$ cat src/rtl/bram_port_pkg.sv
// Shared types and constants for the BRAM port master.
// Request bundle and BRAM geometry.
package bram_port_pkg;

  localparam int ADDR_W     = 11;
  localparam int DATA_W     = 32;
  localparam int RD_LATENCY = 2;

  typedef struct packed {
    logic              we;
    logic [ADDR_W-1:0] addr;
    logic [DATA_W-1:0] wdata;
  } req_t;

endpackage

$ cat src/rtl/bram_rsp_fifo.sv
// First-word-fall-through response FIFO.
// Async reset clears pointers and count; storage is not reset.
module bram_rsp_fifo #(
  parameter  int DEPTH = 4,
  parameter  int WIDTH = 32,
  localparam int AW    = $clog2(DEPTH),
  localparam int CW    = AW + 1
) (
  input  logic             clk,
  input  logic             rst,
  input  logic             push,
  input  logic [WIDTH-1:0] din,
  input  logic             pop,
  output logic             valid,
  output logic [WIDTH-1:0] dout,
  output logic [CW-1:0]    count
);

  logic [WIDTH-1:0] mem [DEPTH];
  logic [AW-1:0]    wp;
  logic [AW-1:0]    rp;

  assign valid = (count != '0);
  assign dout  = mem[rp];

  // Pointers wrap naturally; push and pop together leave count alone.
  always_ff @(posedge clk or posedge rst) begin
    if (rst) begin
      wp    <= '0;
      rp    <= '0;
      count <= '0;
    end else begin
      if (push) wp <= wp + 1'b1;
      if (pop)  rp <= rp + 1'b1;
      unique case ({push, pop})
        2'b10:   count <= count + 1'b1;
        2'b01:   count <= count - 1'b1;
        default: count <= count;
      endcase
    end
  end

  // Data storage, written at the tail.
  always_ff @(posedge clk) begin
    if (push) mem[wp] <= din;
  end

endmodule

$ cat src/rtl/bram_port_master.sv
// Initiator adapter driving BRAM port A with credit-based
// read flow control so pipelined read data is never dropped.
module bram_port_master #(
  parameter int ADDR_W    = 11,
  parameter int DATA_W    = 32,
  parameter int RSP_DEPTH = 4
) (
  input  logic              clka,
  input  logic              rsta,
  input  logic              req_valid,
  output logic              req_ready,
  input  logic              req_we,
  input  logic [ADDR_W-1:0] req_addr,
  input  logic [DATA_W-1:0] req_wdata,
  output logic              rsp_valid,
  input  logic              rsp_ready,
  output logic [DATA_W-1:0] rsp_rdata,
  output logic [ADDR_W-1:0] mem_addr,
  output logic              mem_ce,
  output logic              mem_we,
  output logic [DATA_W-1:0] mem_di,
  output logic              mem_oce,
  output logic              mem_rst,
  input  logic [DATA_W-1:0] mem_do,
  output logic              idle
);

  import bram_port_pkg::req_t;

  localparam int CW = $clog2(RSP_DEPTH) + 1;

  req_t          req;
  logic          s1;
  logic          s2;
  logic          fire;
  logic          rd_fire;
  logic          pop;
  logic [CW-1:0] count;
  logic [CW:0]   used;

  assign req = '{we: req_we, addr: req_addr, wdata: req_wdata};

  // Every buffered or in-flight read holds one FIFO slot.
  assign used = {1'b0, count}
              + {{CW{1'b0}}, s1}
              + {{CW{1'b0}}, s2};

  assign req_ready = !rsta && (used < (CW+1)'(RSP_DEPTH));
  assign fire      = req_valid & req_ready;
  assign rd_fire   = fire & ~req.we;

  assign mem_ce   = fire;
  assign mem_we   = fire & req.we;
  assign mem_addr = req.addr;
  assign mem_di   = req.wdata;
  assign mem_oce  = s1;
  assign mem_rst  = 1'b0;

  assign pop  = rsp_valid & rsp_ready;
  assign idle = !s1 && !s2 && (count == '0);

  // Track reads through the two-stage BRAM pipeline.
  always_ff @(posedge clka or posedge rsta) begin
    if (rsta) begin
      s1 <= 1'b0;
      s2 <= 1'b0;
    end else begin
      s1 <= rd_fire;
      s2 <= s1;
    end
  end

  bram_rsp_fifo #(
    .DEPTH (RSP_DEPTH),
    .WIDTH (DATA_W)
  ) u_fifo (
    .clk   (clka),
    .rst   (rsta),
    .push  (s2),
    .din   (mem_do),
    .pop   (pop),
    .valid (rsp_valid),
    .dout  (rsp_rdata),
    .count (count)
  );

endmodule

$ cat config.mk
export PLATFORM = sky130hd
export DESIGN_NAME = bram_port_master
export DESIGN_NICKNAME = d
export VERILOG_FILES = /design/src/rtl/bram_port_pkg.sv /design/src/rtl/bram_rsp_fifo.sv /design/src/rtl/bram_port_master.sv
export SDC_FILE = /design/constraint.sdc
export NUM_CORES = 1
export LEC_CHECK = 0
export ABC_AREA = 1
export CAP_MARGIN = 15
export CORE_MARGIN = 2
export CORE_UTILIZATION = 36
export CTS_BUF_LIST = sky130_fd_sc_hd__clkbuf_4
export CTS_CLUSTER_SIZE = 25
export DETAILED_ROUTE_END_ITERATION = 7
export PLACE_DENSITY = 0.65
export SYNTH_ARGS = -nofsm -noshare
export SYNTH_HDL_FRONTEND = slang
export SYNTH_SLANG_ARGS = --single-unit
$ cat constraint.sdc
create_clock -name clka -period 1.6 [get_ports clka]
set_input_delay 0.24 -clock clka [delete_from_list [all_inputs] [get_ports clka]]
set_output_delay 0.24 -clock clka [all_outputs]
set_load 0.02 [all_outputs]
# Word-level counts from Yosys, hierarchy flattened
# Memories as Yosys holds them, arrays and structs flattened.
# Index checks and enable logic that the tools add are counted.
# word_totals
reg_bits	9
mem_bits_rw	128
in_bits	80
output_inout_bits	82
memories	1
# classes
addsub	6
n_lt_le_gt_ge	1
eq_ne	2
mux	3
bitwise	5
reduce_logical	9
# mem_list
name	depth	width	read_ports	rd_clocked_by_memory_dff	wr	line_no	rtl
u_fifo.mem	4	32	1	0	1	bram_rsp_fifo.sv:19	logic [WIDTH-1:0] mem [DEPTH];
# op_table
cell	count
3-bit one-hot mux with 2 select lines	1
2-bit by 1-bit adder with 2-bit output (second input constant)	2
3-bit by 1-bit adder with 4-bit output	1
4-bit by 1-bit adder with 4-bit output	1
1-bit bitwise AND	4
4-bit by 3-bit less-than comparator with 1-bit output (second input constant)	1
3-bit by 1-bit adder with 3-bit output (second input constant)	1
1-bit logical AND	3
1-bit logical NOT	3
3-bit logical NOT	1
3-bit nonzero test	1
3-bit by 1-bit subtractor with 3-bit output (second input constant)	1
2-bit by 1-bit == test with 1-bit output (second input constant)	1
2-bit == test (second input constant)	1
1-bit two-way mux	2
2-bit nonzero test	1
1-bit inverter	1

# Logic depth before layout (Yosys ltp)
# Gate-level depths: netlist of run 1.
# depth
word_depth	6
depth_mapped	12
ltp_nobuf	12

# Hierarchy
# From an unflattened synthesis of run 1, not the netlist that was laid out.
# hier_totals
cells_unflattened	488
area_unflattened_um2	5935.7
# by_module_without_submodules
module	instances	cells_each	area_each_um2
bram_rsp_fifo	1	422	5452.7
bram_port_master	1	66	483.0

# Worst setup path before layout of run 1
# OpenSTA, ideal clock, no wires.
# synth_timing
kind	reg-to-reg
from	reg u_fifo.count[1]
to	reg u_fifo.count[2]
setup_time_ps	117
arrival_time_ps	1687
t_required_ps	1483
setup_slack_ps	-204
path_stages_with_launch	12
period_less_slack_ps	1804
cell_sequence	dfrtp_1 inv_2 nand3_1 nand2_1 inv_1 ha_1 inv_1 fa_1 nand2_1 nand3_1 nand2_1 nand2_1
# synth_between
elab_chain_cells	4
elab_cells_between_ends	8
classes_between	add/sub: 2; eq/ne: 2; mux: 1; bitwise: 1; reduce/logical: 2
# synth_lines
item	line_no	rtl
start: declaration	bram_rsp_fifo.sv:16	output logic [CW-1:0] count
start signal: assignment	bram_rsp_fifo.sv:36	2'b10: count <= count + 1'b1;
start signal: assignment	bram_rsp_fifo.sv:37	2'b01: count <= count - 1'b1;
start signal: assignment	bram_rsp_fifo.sv:38	default: count <= count;
3-bit nonzero test (*)	bram_rsp_fifo.sv:23	assign valid = (count != '0);
named net rsp_valid	bram_port_master.sv:15	output logic rsp_valid,
1-bit bitwise AND (*)	bram_port_master.sv:59	assign pop = rsp_valid & rsp_ready;
2-bit by 1-bit == test with 1-bit output / 2-bit == test (equally long branches)	bram_rsp_fifo.sv:35	unique case ({push, pop})
3-bit one-hot mux with 2 select lines / 2-bit nonzero test (equally long branches)	n/a	
# Mark *: on every way through the listed nets, which the timed path passes. The rest lies on a longest branch.
# A chain may end at the register's enable or synchronous reset.

# Final worst setup path of run 1
# layout_timing
from	reg u_fifo.rp[0]
to	out rsp_rdata[22]
# layout_between
elab_chain_cells	1
# layout_lines
item	line_no	rtl
start: declaration	bram_rsp_fifo.sv:21	logic [AW-1:0] rp;
start signal: assignment	bram_rsp_fifo.sv:34	if (pop) rp <= rp + 1'b1;
memory read 4 x 32 bit	n/a	
end: declaration	bram_port_master.sv:17	output logic [DATA_W-1:0] rsp_rdata,
# No other way between the ends.

==> results of run 1 <==
-- sequential cells by signal (all words and copies together), names as in the netlist --
signal        flops
mem_oce           1
u_fifo.rp         2
u_fifo.mem      128
u_fifo.count      3
u_fifo.wp         2
s2                1
-- repair_timing --
item	CTS	global route
gates resized for setup	239	39
endpoints found under the setup margin	40	40
setup buffers	9	4
endpoints found under the hold margin	9	0
pin swaps	16	5
hold buffers	1	0
gates cloned	4	1
-- metrics by stage --
step	TNS (ns)	power (mW)	area, µm²
2_1_floorplan	-0.00142	7.54	5820
3_3_place_gp	-8.39	9.44	6720
3_5_place_dp	-8.81	9.52	6720
4_1_cts	-15.50	12.5	7300
5_1_grt	-18.65	13.5	7480
6_report	-13.88	12.8	7480
-- per-layer routing --
metal | global-route usage (%) | vias to the layer above
li1 | - | 1720
met1 | 18.0 | 1757
met2 | 24.4 | 85
met3 | 4.89 | 79
met4 | 12.5 | 0
met5 | 0 | -
-- area by class of cell --
type | count | share of cell area [%]
Timing Repair Buffer | 126 | 18.5
Multi-Input combinational cell | 236 | 18.3
Clock buffer | 18 | 1.81
Tap cell | 216 | 3.61
Clock inverter | 14 | 2.09
Inverter | 20 | 1.27
Sequential cell | 137 | 54.4
-- power by group through the flow --
| stage | combinational (mW) | sequential (mW) | clock (mW) |
|---|---|---|---|
| floorplan | 3.20 | 4.34 | 0 |
| global placement | 5.11 | 4.33 | 0 |
| detailed placement | 5.18 | 4.35 | 0 |
| CTS | 5.85 | 4.28 | 2.35 |
| global route | 6.67 | 4.31 | 2.48 |
| finish | 6.19 | 4.28 | 2.29 |
-- worst max-delay path, cell delays in order (launching register included) --
cell and delay, ns:
dfrtp_2 0.44, buf_6 0.15, buf_12 0.15, nor2_4 0.09, nor2_1 0.04, o21ai_1 0.10, o21ai_1 0.09, buf_4 0.16
-- synth_stat cells --
cell,number
nand3_1,5
inv_2,5
nor3_1,1
buf_2,5
conb_1,1
xnor2_1,1
nor2_1,87
clkbuf_1,3
buf_6,10
buf_4,47
dfrtp_1,9
edfxtp_1,128
o21ai_1,93
ha_1,6
o21ai_0,5
inv_1,15
a21boi_0,1
xor2_1,1
buf_8,1
nor2_2,12
nand2_1,21
fa_1,1
nand4_1,1
-- final timing paths --
| check | from | endpoint | slack, ns | cells past startpoint |
|---|---|---|---|---|
| setup reg to reg | u_fifo.count[0]$_DFFE_PP0P_ | u_fifo.count[1]$_DFFE_PP0P_ | -0.17 | 10 |
| hold reg to reg | u_fifo.count[2]$_DFFE_PP0P_ | u_fifo.count[2]$_DFFE_PP0P_ | 0.54 | 2 |
| max in group asynchronous | rsta | u_fifo.rp[0]$_DFFE_PP0N_ | 0.77 | 3 |
| setup / recovery | u_fifo.rp[0]$_DFFE_PP0N_ | rsp_rdata[22] | -0.41 | 7 |
| min in group asynchronous | rsta | u_fifo.count[1]$_DFFE_PP0P_ | 0.53 | 3 |
| hold / removal | req_we | mem_oce$_DFF_PP0_ | 0.23 | 2 |
-- cells by family (layout without fill, tap and decap cells) --
logic type | Yosys count | after routing
DFF | 137 | 137
adders and majority gates | 7 | 7
AOI/OAI and AO/OA | 99 | 99
buffers and inverters | 86 | 178
xor gates and xnor gates | 2 | 2
and+or+nand+nor | 127 | 127
other | 1 | 1
-- cell usage in the layout, fill, tap and decap left out, types with 2 or more instances in the layout --
| cell | n |
|---|---|
| dfrtp_1 | 8 |
| nor2_4 | 14 |
| bufinv_16 | 3 |
| ha_1 | 5 |
| buf_16 | 4 |
| buf_12 | 15 |
| o21ai_0 | 3 |
| clkbuf_4 | 18 |
| nand3_4 | 2 |
| nor2_2 | 27 |
| nand3_1 | 3 |
| buf_6 | 17 |
| clkdlybuf4s50_1 | 36 |
| nor2_1 | 58 |
| o21ai_2 | 9 |
| inv_1 | 8 |
| nand2_1 | 18 |
| clkinv_1 | 2 |
| o21ai_1 | 86 |
| nand2_2 | 3 |
| buf_2 | 5 |
| inv_4 | 2 |
| buf_4 | 45 |
| inv_2 | 6 |
| clkinv_2 | 5 |
| clkinv_4 | 3 |
| edfxtp_1 | 128 |
| clkinvlp_4 | 5 |
==> flow_metrics.env, run 1 <==
export IMPL_status="finished with violations"
export IMPL_violations="negative setup slack"
export IMPL_fin_worst_skew_ns=0.0179
export IMPL_synthMuxAreaShare_pct=0
export IMPL_drt_pass1_iter_count=4
export IMPL_max_cap_violations=0
export IMPL_drive_gt1_share_pct=34.5
export IMPL_cts_sinks=137
export IMPL_num_fill_cells=1354
export IMPL_dp_cells=717
export IMPL_critPathRequiredTime_ns=1.36
export IMPL_cp_arrival_ns=1.77
export IMPL_io_buffers=74
export IMPL_synth_cell_type_count=23
export IMPL_place_ws_ns=-0.289
export IMPL_synthTopCellsByArea="edfxtp_1 (66%), o21ai_1 (8.0%), buf_4 (6.1%)"
export IMPL_worst_slack_ns=-0.413
export IMPL_clockPowerShare_pct=18.0
export IMPL_finalNetCount=625
export IMPL_pwr_share_seq_pct=33.6
export IMPL_fp_dieW_um=131
export IMPL_whs_ns=0.235
export IMPL_vias_per_cell=4.75
export IMPL_met3_length_um=805
export IMPL_cp_start_kind="register"
export IMPL_cts_buffers=17
export IMPL_finish_utilization_pct=47.3
export IMPL_wl_per_cell_um=16.8
export IMPL_synth_compound_area_share_pct=8.60
export IMPL_synth_warnings=0
export IMPL_synthesis_nets=546
export IMPL_area_delta_synth_final_pct=29.1
export IMPL_cts_path_max_buffers=2
export IMPL_hpwl_um=7640
export IMPL_irDropWorstVdd_mv=1.23
export IMPL_seq_area_um2=4070
export IMPL_start_util_pct=36.6
export IMPL_syn_cell_area_um2=5790
export IMPL_power_density_nw_per_um2=1710
export IMPL_grt_setup_unrepaired="true"
export IMPL_drt_initial_drc_count=232
export IMPL_core_area_um2=15800
export IMPL_synth_top_family_by_area="buffers and inverters"
export IMPL_setup_violations_final=39
export IMPL_cts_clk_slew_worst_paths_ns=0.11
export IMPL_clock_latency_ns=0.56
export IMPL_synth_xor_area_share_pct=0.302
export IMPL_synthAdderAreaFrac_pct=1.64
export IMPL_hp_class="input port to register"
export IMPL_path_class="register to primary output"
export IMPL_diodes=0
export IMPL_synthCells=459
export IMPL_synth_simple_gate_area_share_pct=8.92
export IMPL_critical_path_peak_fanout=11
export IMPL_stdcell_count=767
export IMPL_antenna_found_initial=0
export IMPL_grt_overflow=0
export IMPL_drt_total_wl_um=12900
export IMPL_final_hold_violation_count=0
export IMPL_swShare_pct=36.4
export IMPL_grt_start_max_net_pins=27
export IMPL_yosysSeqAreaShare_pct=70.3
export IMPL_drc=0
export IMPL_grt_usage_pct=15.7
export IMPL_cts_root_buf="clkbuf_4"
export IMPL_vias=3641
export IMPL_p_leak_nw=2.65
export IMPL_rows=46
export IMPL_yosys_register_bits=137
export IMPL_die_area_um2=17100
export IMPL_synth_top_area_cell="edfxtp_1"
export IMPL_cp_end_kind="primary output"
export IMPL_cell_internal_pwr_mw=8.12
export IMPL_synth_top_area_share_pct=66.4
export IMPL_routed_top_layer="met4"
export IMPL_multiInputGateArea_um2=1370
export IMPL_fmax_mhz=497
export IMPL_grt_pass1_vias=3636
export IMPL_pwr_share_comb_pct=48.5
export IMPL_finalCritPeriodShare_pct=126
export IMPL_period_needed_ns=2.01
export IMPL_io_pins=162
export IMPL_wl_met2_um=6100
export IMPL_gp_congestion=0.729
export IMPL_p_sw_mw=4.65
export IMPL_grt_pass1_wl_um=19400
export IMPL_slew_viol_final=0
export IMPL_die_height_um=131
export IMPL_wl_met1_um=5130
export IMPL_syn_area_per_cell_um2=12.6
export IMPL_cts_max_level=4
export IMPL_cts_tree="built"
export IMPL_ant_nets=0
Note: power is estimated with default switching activity, not from simulation.
==> run 2, diff against run 1 <==
--- a/config.mk
+++ b/config.mk
@@ -6,7 +6,7 @@
 export NUM_CORES = 1
 export LEC_CHECK = 0
 export ABC_AREA = 1
-export CAP_MARGIN = 15
+export CAP_MARGIN = 10
 export CORE_MARGIN = 2
 export CORE_UTILIZATION = 36
 export CTS_BUF_LIST = sky130_fd_sc_hd__clkbuf_4
==> results of run 2 <==
Final layout, timing and power as in run 1 (identical DEF).
==> run 3, diff against run 2 <==
--- a/config.mk
+++ b/config.mk
@@ -6,7 +6,7 @@
 export NUM_CORES = 1
 export LEC_CHECK = 0
 export ABC_AREA = 1
-export CAP_MARGIN = 10
+export CAP_MARGIN = 25
 export CORE_MARGIN = 2
 export CORE_UTILIZATION = 36
 export CTS_BUF_LIST = sky130_fd_sc_hd__clkbuf_4
==> results of run 3 <==
Final layout, timing and power as in run 1 (identical DEF).
